$ cat src/rtl/mult_hilo_ctrl.sv
// Multiplier sequencing stage: launches 16x16 multiplies, captures the product
// into HI/LO, serves mfhi/mflo/mthi/mtlo and stalls the pipeline while busy.
module mult_hilo_ctrl #(
  parameter int WIDTH   = 16,
  parameter int TIMEOUT = 64,
  parameter int CNT_W   = 7
) (
  input  logic               clk,
  input  logic               rst,
  input  logic               mult_req,
  input  logic [WIDTH-1:0]   op_a,
  input  logic [WIDTH-1:0]   op_b,
  input  logic               mfhi_req,
  input  logic               mflo_req,
  input  logic               mthi_req,
  input  logic               mtlo_req,
  input  logic [WIDTH-1:0]   wr_data,
  output logic               St,
  output logic [WIDTH-1:0]   Multiplicador,
  output logic [WIDTH-1:0]   Multiplicando,
  input  logic [2*WIDTH-1:0] Produto,
  input  logic               Idle,
  input  logic               Done,
  output logic [WIDTH-1:0]   hi,
  output logic [WIDTH-1:0]   lo,
  output logic [WIDTH-1:0]   rd_data,
  output logic               rd_valid,
  output logic               busy,
  output logic               stall,
  output logic               timeout_err
);

  typedef enum logic [1:0] {S_IDLE, S_START, S_WAIT} state_t;

  state_t           state, state_next;
  logic [CNT_W-1:0] cnt;
  logic             mt_any, mf_any, any_req;
  logic             acc_mult, acc_mt, acc_mfhi, acc_mflo;
  logic             cnt_last;

  assign mt_any   = mthi_req | mtlo_req;
  assign mf_any   = mfhi_req | mflo_req;
  assign any_req  = mult_req | mt_any | mf_any;
  assign busy     = (state != S_IDLE);
  assign cnt_last = (cnt == CNT_W'(TIMEOUT - 1));
  assign St       = (state == S_START) & Idle;

  // One request accepted per IDLE cycle: multiply, then moves-to, then moves-from.
  always_comb begin
    acc_mult   = 1'b0;
    acc_mt     = 1'b0;
    acc_mfhi   = 1'b0;
    acc_mflo   = 1'b0;
    stall      = 1'b0;
    state_next = state;
    case (state)
      S_IDLE: begin
        acc_mult = mult_req;
        acc_mt   = ~mult_req & mt_any;
        acc_mfhi = ~mult_req & ~mt_any & mfhi_req;
        acc_mflo = ~mult_req & ~mt_any & ~mfhi_req & mflo_req;
        stall    = (mult_req & (mt_any | mf_any)) |
                   (~mult_req & mt_any & mf_any) |
                   (~mult_req & ~mt_any & mfhi_req & mflo_req);
        if (mult_req) state_next = S_START;
      end
      S_START: begin
        stall = any_req;
        if (Idle) state_next = S_WAIT;
      end
      S_WAIT: begin
        stall = any_req;
        if (Done || cnt_last) state_next = S_IDLE;
      end
      default: state_next = S_IDLE;
    endcase
  end

  always_ff @(posedge clk or negedge rst) begin
    if (!rst) begin
      state         <= S_IDLE;
      cnt           <= '0;
      Multiplicador <= '0;
      Multiplicando <= '0;
      hi            <= '0;
      lo            <= '0;
      rd_data       <= '0;
      rd_valid      <= 1'b0;
      timeout_err   <= 1'b0;
    end else begin
      state    <= state_next;
      rd_valid <= 1'b0;
      case (state)
        S_IDLE: begin
          if (acc_mult) begin
            Multiplicador <= op_a;
            Multiplicando <= op_b;
            timeout_err   <= 1'b0;
          end else if (acc_mt) begin
            if (mthi_req) hi <= wr_data;
            if (mtlo_req) lo <= wr_data;
          end else if (acc_mfhi || acc_mflo) begin
            rd_valid <= 1'b1;
            rd_data  <= acc_mfhi ? hi : lo;
          end
        end
        S_START: begin
          if (Idle) cnt <= '0;
        end
        S_WAIT: begin
          // Done beats a simultaneous timeout, so a late result is never flagged.
          if (Done) begin
            hi <= Produto[2*WIDTH-1:WIDTH];
            lo <= Produto[WIDTH-1:0];
          end else if (cnt_last) begin
            timeout_err <= 1'b1;
          end else begin
            cnt <= cnt + 1'b1;
          end
        end
        default: ;
      endcase
    end
  end

endmodule

$ cat config.mk
export PLATFORM = sky130hd
export DESIGN_NAME = mult_hilo_ctrl
export DESIGN_NICKNAME = d
export VERILOG_FILES = /design/src/rtl/mult_hilo_ctrl.sv
export SDC_FILE = /design/constraint.sdc
export NUM_CORES = 1
export LEC_CHECK = 0
export ABC_AREA = 1
export BUFFER_PORTS_ARGS = -buffer_cell sky130_fd_sc_hd__buf_2
export CORE_MARGIN = 2
export CORE_UTILIZATION = 45
export DETAILED_ROUTE_END_ITERATION = 8
export GPL_TIMING_DRIVEN = 0
export PLACE_DENSITY = 0.75
export SLEW_MARGIN = 15
export SYNTH_ARGS = -nofsm -noshare
export SYNTH_HDL_FRONTEND = slang
export SYNTH_SLANG_ARGS = --single-unit
$ cat constraint.sdc
create_clock -name clk -period 2.1 [get_ports clk]
set_clock_uncertainty 0.15 [all_clocks]
set_input_delay 0.315 -clock clk [delete_from_list [all_inputs] [get_ports clk]]
set_output_delay 0.315 -clock clk [all_outputs]
set_load 0.02 [all_outputs]
# After elaboration in Yosys (flattened, before gate mapping)
# Cells that the tools add are included.
dict set report word_totals {
  register_bits 91
  inputBits 89
  elab_cells 92
}
dict set report classes {
  n_mux 32
  n_reduce_logical 14
  n_eq_ne 15
  add_sub_neg 1
  bitwise_logic 21
}
# cell count
set ops {}
lappend ops {{2-to-1 mux 16 bit} 9}
lappend ops {{one-hot mux 16 bit (2 select lines)} 2}
lappend ops {{inequality test 2 bit, second input constant} 12}
lappend ops {{2-to-1 mux 7 bit} 3}
lappend ops {{one-hot mux 7 bit (2 select lines)} 1}
lappend ops {{AND reduction 4 bit} 3}
lappend ops {{2-to-1 mux 1 bit} 11}
lappend ops {{AND reduction 5 bit} 2}
lappend ops {{AND 1 bit} 9}
lappend ops {{adder 7 x 1 -> 7 bit, second input constant} 1}
lappend ops {{== test 7 x 6 -> 1 bit, second input constant} 1}
lappend ops {{OR 1 bit} 7}
lappend ops {{2-to-1 mux 2 bit} 3}
lappend ops {{one-hot mux 2 bit (3 select lines)} 1}
lappend ops {{nonzero test 2 bit} 3}
lappend ops {{inverter 1 bit} 5}
lappend ops {{one-hot mux 1 bit (2 select lines)} 2}
lappend ops {{AND reduction 3 bit} 1}
lappend ops {{== test 2 x 1 -> 1 bit, second input constant} 1}
lappend ops {{== test 2 bit, second input constant} 1}
lappend ops {{logical NOT 2 bit} 1}
lappend ops {{logical OR 1 bit} 2}
lappend ops {{AND reduction 2 bit} 1}
lappend ops {{OR reduction 2 bit} 1}

# Longest topological paths before layout
# Gate-level depths: netlist of the first run.
dict set report depth {
  word_depth 11
  depth_mapped 9
}

# Least setup slack after synthesis of the first run
# Ideal clock, no wire load.
dict set report synth_timing {
  kind {flip-flop to flip-flop}
  start {reg state[0]}
  end {reg hi[6]}
  setup_time_ps 121
  synth_period_minus_slack_ps 1712
  arrival_time_ps 1441
  stages_incl_launch_ff 8
  setup_slack_ps 388
  cell_sequence {dfrtp_1 inv_1 ha_1 inv_2 or2_1 nand3_4 buf_6 o21ai_2}
}
dict set report synth_between {
  elab_chain_cells 4
  word_cells_on_any_way 11
  cone_classes {eq/ne: 5; mux: 3; reduce/logical: 3}
}
# element line
set synth_rtl {}
lappend synth_rtl {{from (decl)} 35} ;# state_t state, state_next;
lappend synth_rtl {{from (signal assigned)} 91} ;# state <= state_next;
lappend synth_rtl {{logical NOT 2 bit} {56, 93}}
lappend synth_rtl {{2-to-1 mux 1 bit} 56} ;# case (state)
lappend synth_rtl {{inequality test 2 bit (no line)} n/a}
lappend synth_rtl {{AND reduction 5 bit (no line)} n/a}
lappend synth_rtl {{to (signal assigned)} 100} ;# if (mthi_req) hi <= wr_data;
lappend synth_rtl {{to (signal assigned)} 113} ;# hi <= Produto[2*WIDTH-1:WIDTH];
lappend synth_rtl {{to (decl)} 24} ;# output logic [WIDTH-1:0] hi,
# Several ways; a longest one is shown, not always the timed one.
# A chain may end at the register's enable or synchronous reset.

# Final worst setup path of the first run
dict set report layout_timing {
  start {reg state[0]}
  end {out stall}
}
dict set report layout_between {
  elab_chain_cells 3
  word_cells_on_any_way 5
  cone_classes {eq/ne: 2; mux: 1; reduce/logical: 2}
}
# element line
set layout_rtl {}
lappend layout_rtl {{== test 2 x 1 -> 1 bit / == test 2 bit (equally long branches)} 56}
lappend layout_rtl {{OR reduction 2 bit (no line)} n/a}
lappend layout_rtl {{one-hot mux 1 bit (2 select lines) (*)} 56}
lappend layout_rtl {{to (decl)} 29} ;# output logic stall,
# Mark *: on every way between the ends. The rest lies on a longest branch, timed or not.

==> flow_summary.json, run 1 <==
{
  "die-area_sq_mm": 0.0106,
  "n_antenna_cell": 0,
  "io_pins": 174,
  "crit_fanout": 6,
  "clockBufferDepth": 2,
  "power_density_mw_per_mm2": 1660,
  "synthMostInstantiatedCell": "dfrtp_1",
  "hpwl_mm": 8.54,
  "min_period_ns": 1.96,
  "firstDrtPassIters": 5,
  "seqCellArea_sq_mm": 0.00228,
  "ys.flop_type": "dfrtp_1",
  "synth_common_cells": "dfrtp_1, nand2_1, nor2_1",
  "rr_worst_depth": 6,
  "maxSlewViolCount": 0,
  "multiInputGateArea_sq_mm": 0.00184,
  "tightest_slew_ns": 0.521,
  "drive_gt1_frac": 0.453,
  "yosys_register_bits": 91,
  "grt_pass1_vias": 3696,
  "start_kind": "register",
  "detail-route-antenna-nets": 0,
  "highest_layer": "met4",
  "cts_max_level": 3,
  "cts_buffers": 9,
  "nets": 736,
  "yosys_warnings": 0,
  "grt_first_pass_wirelength_mm": 17.4,
  "syn_area_sq_mm": 0.00439,
  "synthDistinctLibCells": 27,
  "timing.rr.end": "hi[15]",
  "final_cells": 780,
  "power_leakage_nw": 3.01,
  "async_reset_ff_frac": 1.00,
  "detail_route.wirelength_mm": 11.4,
  "arrival_ns": 1.50,
  "die_y_um": 103,
  "cp-end-kind": "output pin",
  "timing.hold.ws_ns": 0.0334,
  "path_class": "reg -> out",
  "viasPerCell": 4.94,
  "syn_inst": 456,
  "min_path_type": "in -> reg",
  "syn_to_final_growth_pct": 30.1,
  "yosysTopAreaCellShare": 0.519,
  "clk_pin_slew_ns": 0.10,
  "cts_tree": "yes",
  "holdPathStages": 2,
  "track_usage": 0.214,
  "io_buffers": 173,
  "post-route-drc-count": 0,
  "fillerInstances": 859,
  "synth_edf_count": 0,
  "dp_cells": 763,
  "grt_antenna_before_repair": 0,
  "period_share": 0.935,
  "ys_seq_area_frac": 0.519,
  "synth_nets": 550,
  "wire_per_inst_um": 14.6,
  "min_from": "op_a[4]",
  "status": "finished clean",
  "grt_overflow_total": 0,
  "whs_endpoint": "Multiplicador[4]",
  "grt_max_degree": 58,
  "slew_headroom": 0.652,
  "setup_viol": 0,
  "rsz0062_at_grt": "false",
  "startpoint": "state[0]",
  "drtIter0Drc": 139,
  "route.met3.wl_um": 832,
  "reg2reg_setup_slack_ns": 0.19,
  "place.gp.congestion": 0.863,
  "max_freq_mhz": 509,
  "max-cap-violations": 0,
  "dr_total_vias": 3853,
  "initial_core_util": 0.456,
  "irDropWorstVdd_v": 0.000813,
  "clkLatencyLatePin_ns": 0.35,
  "core_area_sq_mm": 0.00964,
  "routed-wl-met2_mm": 5.52,
  "die_width_um": 103,
  "synthTopCellsByArea": "dfrtp_1, mux2_2, nand2_1",
  "synth_area_per_cell_sq_um": 9.63,
  "root_buffer": "clkbuf_8",
  "num_rows": 36,
  "synth_area_leader_cell": "dfrtp_1",
  "crit_required_ns": 1.63,
  "r2r_start": "state[0]",
  "wl_met1_mm": 4.95,
  "cts_num_sinks": 91,
  "hold_viol": 0
}
worst max-delay path, cell delays in order, from the launching register on:
cell	delay, ns
dfrtp_1	0.42
inv_1	0.13
ha_4	0.19
nand3_1	0.08
a21oi_1	0.14
buf_2	0.18
what timing repair did:
action / 4_1_cts / 5_1_grt
hold buffers: 1 / 0
buffers inserted: 0 / 0
gates cloned: 0 / 0
hold endpoints to repair: 34 / 0
setup endpoints to repair: 2 / 20
gates resized for setup: 2 / 5
registers in the layout, indices dropped and copies added, names as in the netlist:
signal,count
lo,16
timeout_err,1
Multiplicando,16
state,2
Multiplicador,16
rd_data,16
hi,16
rd_valid,1
cnt,7
area by class of cell:
class / instances / area share
inverter: 32 / 0.0210
multi-input combinational: 312 / 0.322
tap: 133 / 0.0291
clock buffer: 11 / 0.0265
timing repair buffer: 175 / 0.159
sequential: 91 / 0.399
clock inverter: 5 / 0.0145
buffer: 21 / 0.0302
layer usage:
metal,vias to the layer above,global-route usage
met5,-,0
met2,155,0.361
li1,1859,-
met3,13,0.0495
met1,1826,0.277
met4,0,0.0617
worst max path at each step:
stage / endpoint / slack, ns / cells after the start
3_5_place_dp: hi[3] / 0.02 / 6
2_1_floorplan: hi[6] / 0.39 / 7
3_3_place_gp: Multiplicador[10] / -0.23 / 1
5_1_grt: stall / 0.009 / 5
4_1_cts: hi[15] / 0.02 / 6
6_report: stall / 0.14 / 5
stage by stage:
step | setup WS (ns) | setup TNS (ns) | power, W | instance area, sq um | utilization
floorplan | 0.388 | 0 | 0.00653 | 4390 | -
global placement | -0.233 | -20.87 | 0.00800 | 5420 | 0.563
detailed placement | 0.0238 | 0 | 0.00815 | 5450 | 0.566
CTS | 0.0186 | 0 | 0.00954 | 5700 | 0.592
global route | 0.00878 | 0 | 0.0102 | 5710 | 0.593
finish | 0.137 | 0 | 0.00949 | 5710 | 0.593
cell usage in the layout, fill, tap and decap left out, types with 7 or more instances in the layout:
master | netlist | layout
o21ai_2 | 33 | 33
o21ai_0 | 11 | 11
o21ai_1 | 13 | 13
dfrtp_1 | 91 | 91
nand3_1 | 10 | 10
clkbuf_8 | 0 | 11
nand2_1 | 90 | 90
buf_2 | 6 | 178
mux2_2 | 32 | 32
a21oi_1 | 37 | 37
inv_1 | 29 | 29
nor2_1 | 59 | 59
buf_6 | 7 | 7
power by group:
group	internal, W	switching, W
Clock	0.000740	0.000620
Combinational	0.00192	0.00314
Sequential	0.00256	0.000511
Total	0.00522	0.00427
cells by family after synthesis:
logic type / after synthesis / synth area share
simple gates: 179 / 0.181
compound gates: 96 / 0.139
fa+ha+maj: 5 / 0.0142
mux: 32 / 0.0821
buf+inv: 53 / 0.0658
flops: 91 / 0.519
No activity file was read; power rests on OpenSTA's default activity.
==> run 2: changes to the inputs <==
Settings changed: CORE_MARGIN 2 to 4, PLACE_DENSITY 0.75 to 0.86.
==> flow_summary.json, run 2 (same netlist as run 1, synthesis figures left out) <==
{
  "min_period_ns": 1.94,
  "core_area_sq_mm": 0.00937,
  "dr_total_vias": 3871,
  "cts_setup_buffers": 0,
  "viasPerCell": 4.99,
  "drtIter0Drc": 232,
  "fin_util": 0.602,
  "syn_to_final_growth_pct": 28.5,
  "crit_fanout": 4,
  "drive_gt1_frac": 0.451,
  "detail-route-antenna-nets": 0,
  "hold_viol": 0,
  "nets": 736,
  "min_path_type": "in -> reg",
  "clk_pin_slew_ns": 0.09,
  "dp_cells": 759,
  "grt_overflow_total": 0,
  "crit_required_ns": 1.63,
  "die-area_sq_mm": 0.0114,
  "clkLatencyLatePin_ns": 0.35,
  "fillerInstances": 832,
  "grt_first_pass_wirelength_mm": 19.1,
  "cp-end-kind": "output pin",
  "io_pins": 174,
  "path_class": "reg -> out",
  "die_width_um": 107,
  "io_buffers": 173,
  "seqCellArea_sq_mm": 0.00228,
  "final_cells": 776,
  "timing.hold.ws_ns": 0.0425,
  "max-cap-violations": 0,
  "slew_headroom": 0.523,
  "power_density_mw_per_mm2": 1640,
  "tightest_slew_ns": 0.715,
  "wire_per_inst_um": 15.4,
  "n_antenna_cell": 0,
  "initial_core_util": 0.469,
  "cts_num_sinks": 91,
  "final_common_cell": "buf_2",
  "status": "finished clean",
  "die_y_um": 107,
  "maxSlewViolCount": 0,
  "cts_tree": "yes",
  "cts_max_level": 3,
  "period_share": 0.926,
  "grt_antenna_before_repair": 2,
  "root_buffer": "clkbuf_8",
  "num_rows": 35,
  "setup_tns_ns": 0,
  "clockBufferDepth": 2,
  "irDropWorstVdd_v": 0.000780,
  "grt_pass1_vias": 4018,
  "multiInputGateArea_sq_mm": 0.00184,
  "post-route-drc-count": 0,
  "detail_route.wirelength_mm": 12.0,
  "arrival_ns": 1.48,
  "power_leakage_nw": 2.97,
  "final_cell_mix": "buf_2, dfrtp_1, nand2_1",
  "max_freq_mhz": 515,
  "grt_max_degree": 57,
  "place.gp.congestion": 0.838,
  "setup_viol": 0,
  "track_usage": 0.209,
  "hpwl_mm": 9.18,
  "rsz0062_at_grt": "false",
  "start_kind": "register",
  "cts_buffers": 9,
  "firstDrtPassIters": 6
}
==> run 2: final cells by class <==
cell class / count / area share
repair buffers: 175 / 0.159
clock inverters: 6 / 0.00865
well taps: 129 / 0.0286
inverters: 32 / 0.0213
plain buffers: 21 / 0.0306
clock buffers: 10 / 0.0226
flip-flops and latches: 91 / 0.403
multi-input cells: 312 / 0.326
==> run 2: worst max-delay path, cell delays in order, from the launching register on <==
cell and delay, ns:
dfrtp_1 0.41, inv_1 0.11, ha_4 0.27, nand2_1 0.05, a21oi_1 0.12, buf_2 0.17
==> run 2: worst paths after layout <==
kind	depth (start not counted)	slack, ns	from	end
min	2	0.04	op_b[5]	Multiplicando[5]
min reg2reg	2	0.33	rd_data[6]	rd_data[6]
max reg2reg	8	0.18	state[0]	hi[6]
min in group asynchronous	2	0.42	rst	Multiplicador[14]
max in group asynchronous	3	0.73	rst	hi[15]
max	5	0.16	state[1]	stall
==> run 2: routing by layer <==
metal	global-route usage	wire length [um]	vias up
met4	0.0667	178	4
met1	0.257	4680	1817
met2	0.356	5940	176
met3	0.0602	1140	19
met5	0	21	-
li1	-	-	1855
==> run 2: through the flow <==
stage               area (sq um)  power, W  setup slack, ns
floorplan                   4390   0.00653            0.388
global placement            5420   0.00800           -0.238
detailed placement          5440   0.00819         0.000266
CTS                         5630   0.00930           0.0141
global route                5640   0.00989          0.00890
finish                      5640   0.00924            0.156
==> run 2: what timing repair did <==
item / in CTS / in global routing
setup endpoints to repair: 5 / 24
resized for setup: 1 / 6
hold buffers: 1 / 0
endpoints found under the hold margin: 55 / 0
==> run 2: power by group <==
group | total, W | switching (W) | internal (W)
logic | 0.00508 | 0.00316 | 0.00192
clock network | 0.00108 | 0.000637 | 0.000446
registers | 0.00307 | 0.000514 | 0.00256
==> run 3: changes to the inputs <==
Settings changed: CORE_MARGIN 4 to 3.
==> flow_summary.json, run 3 (same netlist as run 1, synthesis figures left out) <==
{
  "setup_viol": 0,
  "syn_to_final_growth_pct": 29.5,
  "detail-route-antenna-nets": 0,
  "min_path_type": "in -> reg",
  "period_share": 0.928,
  "cts_max_level": 3,
  "cp_num_cells": 5,
  "power_leakage_nw": 3.00,
  "setup_ws_ns": 0.152,
  "crit_family": "flip-flops",
  "path_buf_inv": 2,
  "status": "finished clean",
  "root_buffer": "clkbuf_8",
  "reg2reg_setup_slack_ns": 0.21,
  "slew_headroom": 0.544,
  "viasPerCell": 4.98,
  "io_buffers": 173,
  "die_width_um": 105,
  "track_usage": 0.220,
  "core_area_sq_mm": 0.00937,
  "cts_buffers": 9,
  "max-cap-violations": 0,
  "crit_end": "stall",
  "dr_total_vias": 3878,
  "num_rows": 35,
  "cts_tree": "yes",
  "die-area_sq_mm": 0.0110,
  "drtIter0Drc": 185,
  "max_freq_mhz": 513,
  "initial_core_util": 0.469,
  "grt_antenna_before_repair": 1,
  "place.gp.congestion": 0.853,
  "hpwl_mm": 8.99,
  "grt_overflow_total": 0,
  "crit_required_ns": 1.63,
  "hold_viol": 0,
  "irDropWorstVdd_v": 0.000747,
  "post-route-drc-count": 0,
  "maxSlewViolCount": 0,
  "wire_per_inst_um": 15.4,
  "slowest_stage": "dfrtp_1",
  "startpoint": "state[0]",
  "post-place-ws_ns": -0.0367,
  "io_pins": 174,
  "die_y_um": 105,
  "start_kind": "register",
  "path_class": "reg -> out",
  "rr_worst_depth": 6,
  "detail_route.wirelength_mm": 12.0,
  "nets": 739,
  "crit_chain": "inv_1 -> ha_4 -> nand3_1 -> a21oi_1 -> buf_2",
  "clk_pin_slew_ns": 0.10,
  "final_cells": 779,
  "cts_num_sinks": 91,
  "clkLatencyLatePin_ns": 0.35,
  "r2r_start": "state[0]",
  "final_common_cell": "buf_2",
  "min_period_ns": 1.95,
  "clockBufferDepth": 2,
  "final_cell_mix": "buf_2, dfrtp_1, nand2_1",
  "drive_gt1_frac": 0.455,
  "grt_max_degree": 54,
  "grt_first_pass_wirelength_mm": 19.6,
  "grt_pass1_vias": 4009,
  "tightest_slew_ns": 0.684,
  "arrival_ns": 1.48,
  "timing.rr.end": "hi[10]",
  "n_antenna_cell": 0,
  "dp_cells": 759,
  "cp-end-kind": "output pin",
  "crit_fanout": 6,
  "rsz0062_at_grt": "false",
  "cpPeakStageDelay_ns": 0.42,
  "power_density_mw_per_mm2": 1660,
  "firstDrtPassIters": 4
}
run 3: cell types whose count changed in the layout (fill, tap and decap cells not counted), sizes merged:
cell and change:
bufinv +1, clkinvlp -1, buf +3
run 3: worst register-to-register path, cell delays in order (launching register included):
cell and delay (ns):
dfrtp_1 0.42, inv_1 0.13, ha_1 0.30, buf_4 0.23
clkbuf_2 0.31, a21oi_1 0.15, o21ai_2 0.15
run 3: where the power goes:
part           switching, W  internal [W]  leakage, nW
Clock              0.000656      0.000567       0.0992
Sequential         0.000504       0.00256         1.13
Combinational       0.00319       0.00195         1.77
Total               0.00435       0.00507         3.00
run 3: cell type report:
type / count / area (sq um)
plain buffers: 21 / 173
clock buffers: 10 / 128
clock inverters: 6 / 71.3
fillers: 832 / 3680
inverters: 32 / 120
multi-input cells: 312 / 1840
flip-flops and latches: 91 / 2280
well taps: 129 / 161
repair buffers: 178 / 921
run 3: layer usage:
| layer | track usage | share of wire | vias to the layer above |
|---|---|---|---|
| met5 | 0 | 0.0011 | - |
| met4 | 0.0712 | 0.010 | 2 |
| met3 | 0.0568 | 0.077 | 12 |
| met2 | 0.374 | 0.50 | 150 |
| met1 | 0.273 | 0.41 | 1851 |
| li1 | - | - | 1863 |
run 3: repair_timing:
| item | CTS | global route |
|---|---|---|
| hold buffers | 1 | 0 |
| endpoints found under the hold margin | 52 | 0 |
| setup endpoints to repair | 12 | 11 |
| resized for setup | 3 | 4 |
| buffers inserted | 0 | 3 |
run 3: worst min-delay path by stage:
stage / to / cells past startpoint / slack, ns / start
4_1_cts: Multiplicador[6] / 2 / 0.01 / op_a[6]
5_1_grt: Multiplicando[11] / 2 / 0.01 / op_b[11]
3_5_place_dp: Multiplicando[1] / 1 / 0.26 / rst
2_1_floorplan: Multiplicador[0] / 0 / -0.13 / rst
6_report: Multiplicador[6] / 2 / 0.03 / op_a[6]
3_3_place_gp: rd_data[6] / 2 / 0.31 / rd_data[6]
run 3: through the flow:
stage                      util  hold WS, ns  area [sq um]  power, W  setup TNS [ns]
final                     0.607       0.0318          5690   0.00942               0
after global routing      0.607       0.0116          5690    0.0101               0
after CTS                 0.603       0.0135          5660   0.00944               0
after detailed placement  0.581        0.258          5440   0.00819          -0.155
after global placement    0.578        0.311          5420   0.00799          -22.41
after floorplan               -       -0.131          4390   0.00653               0
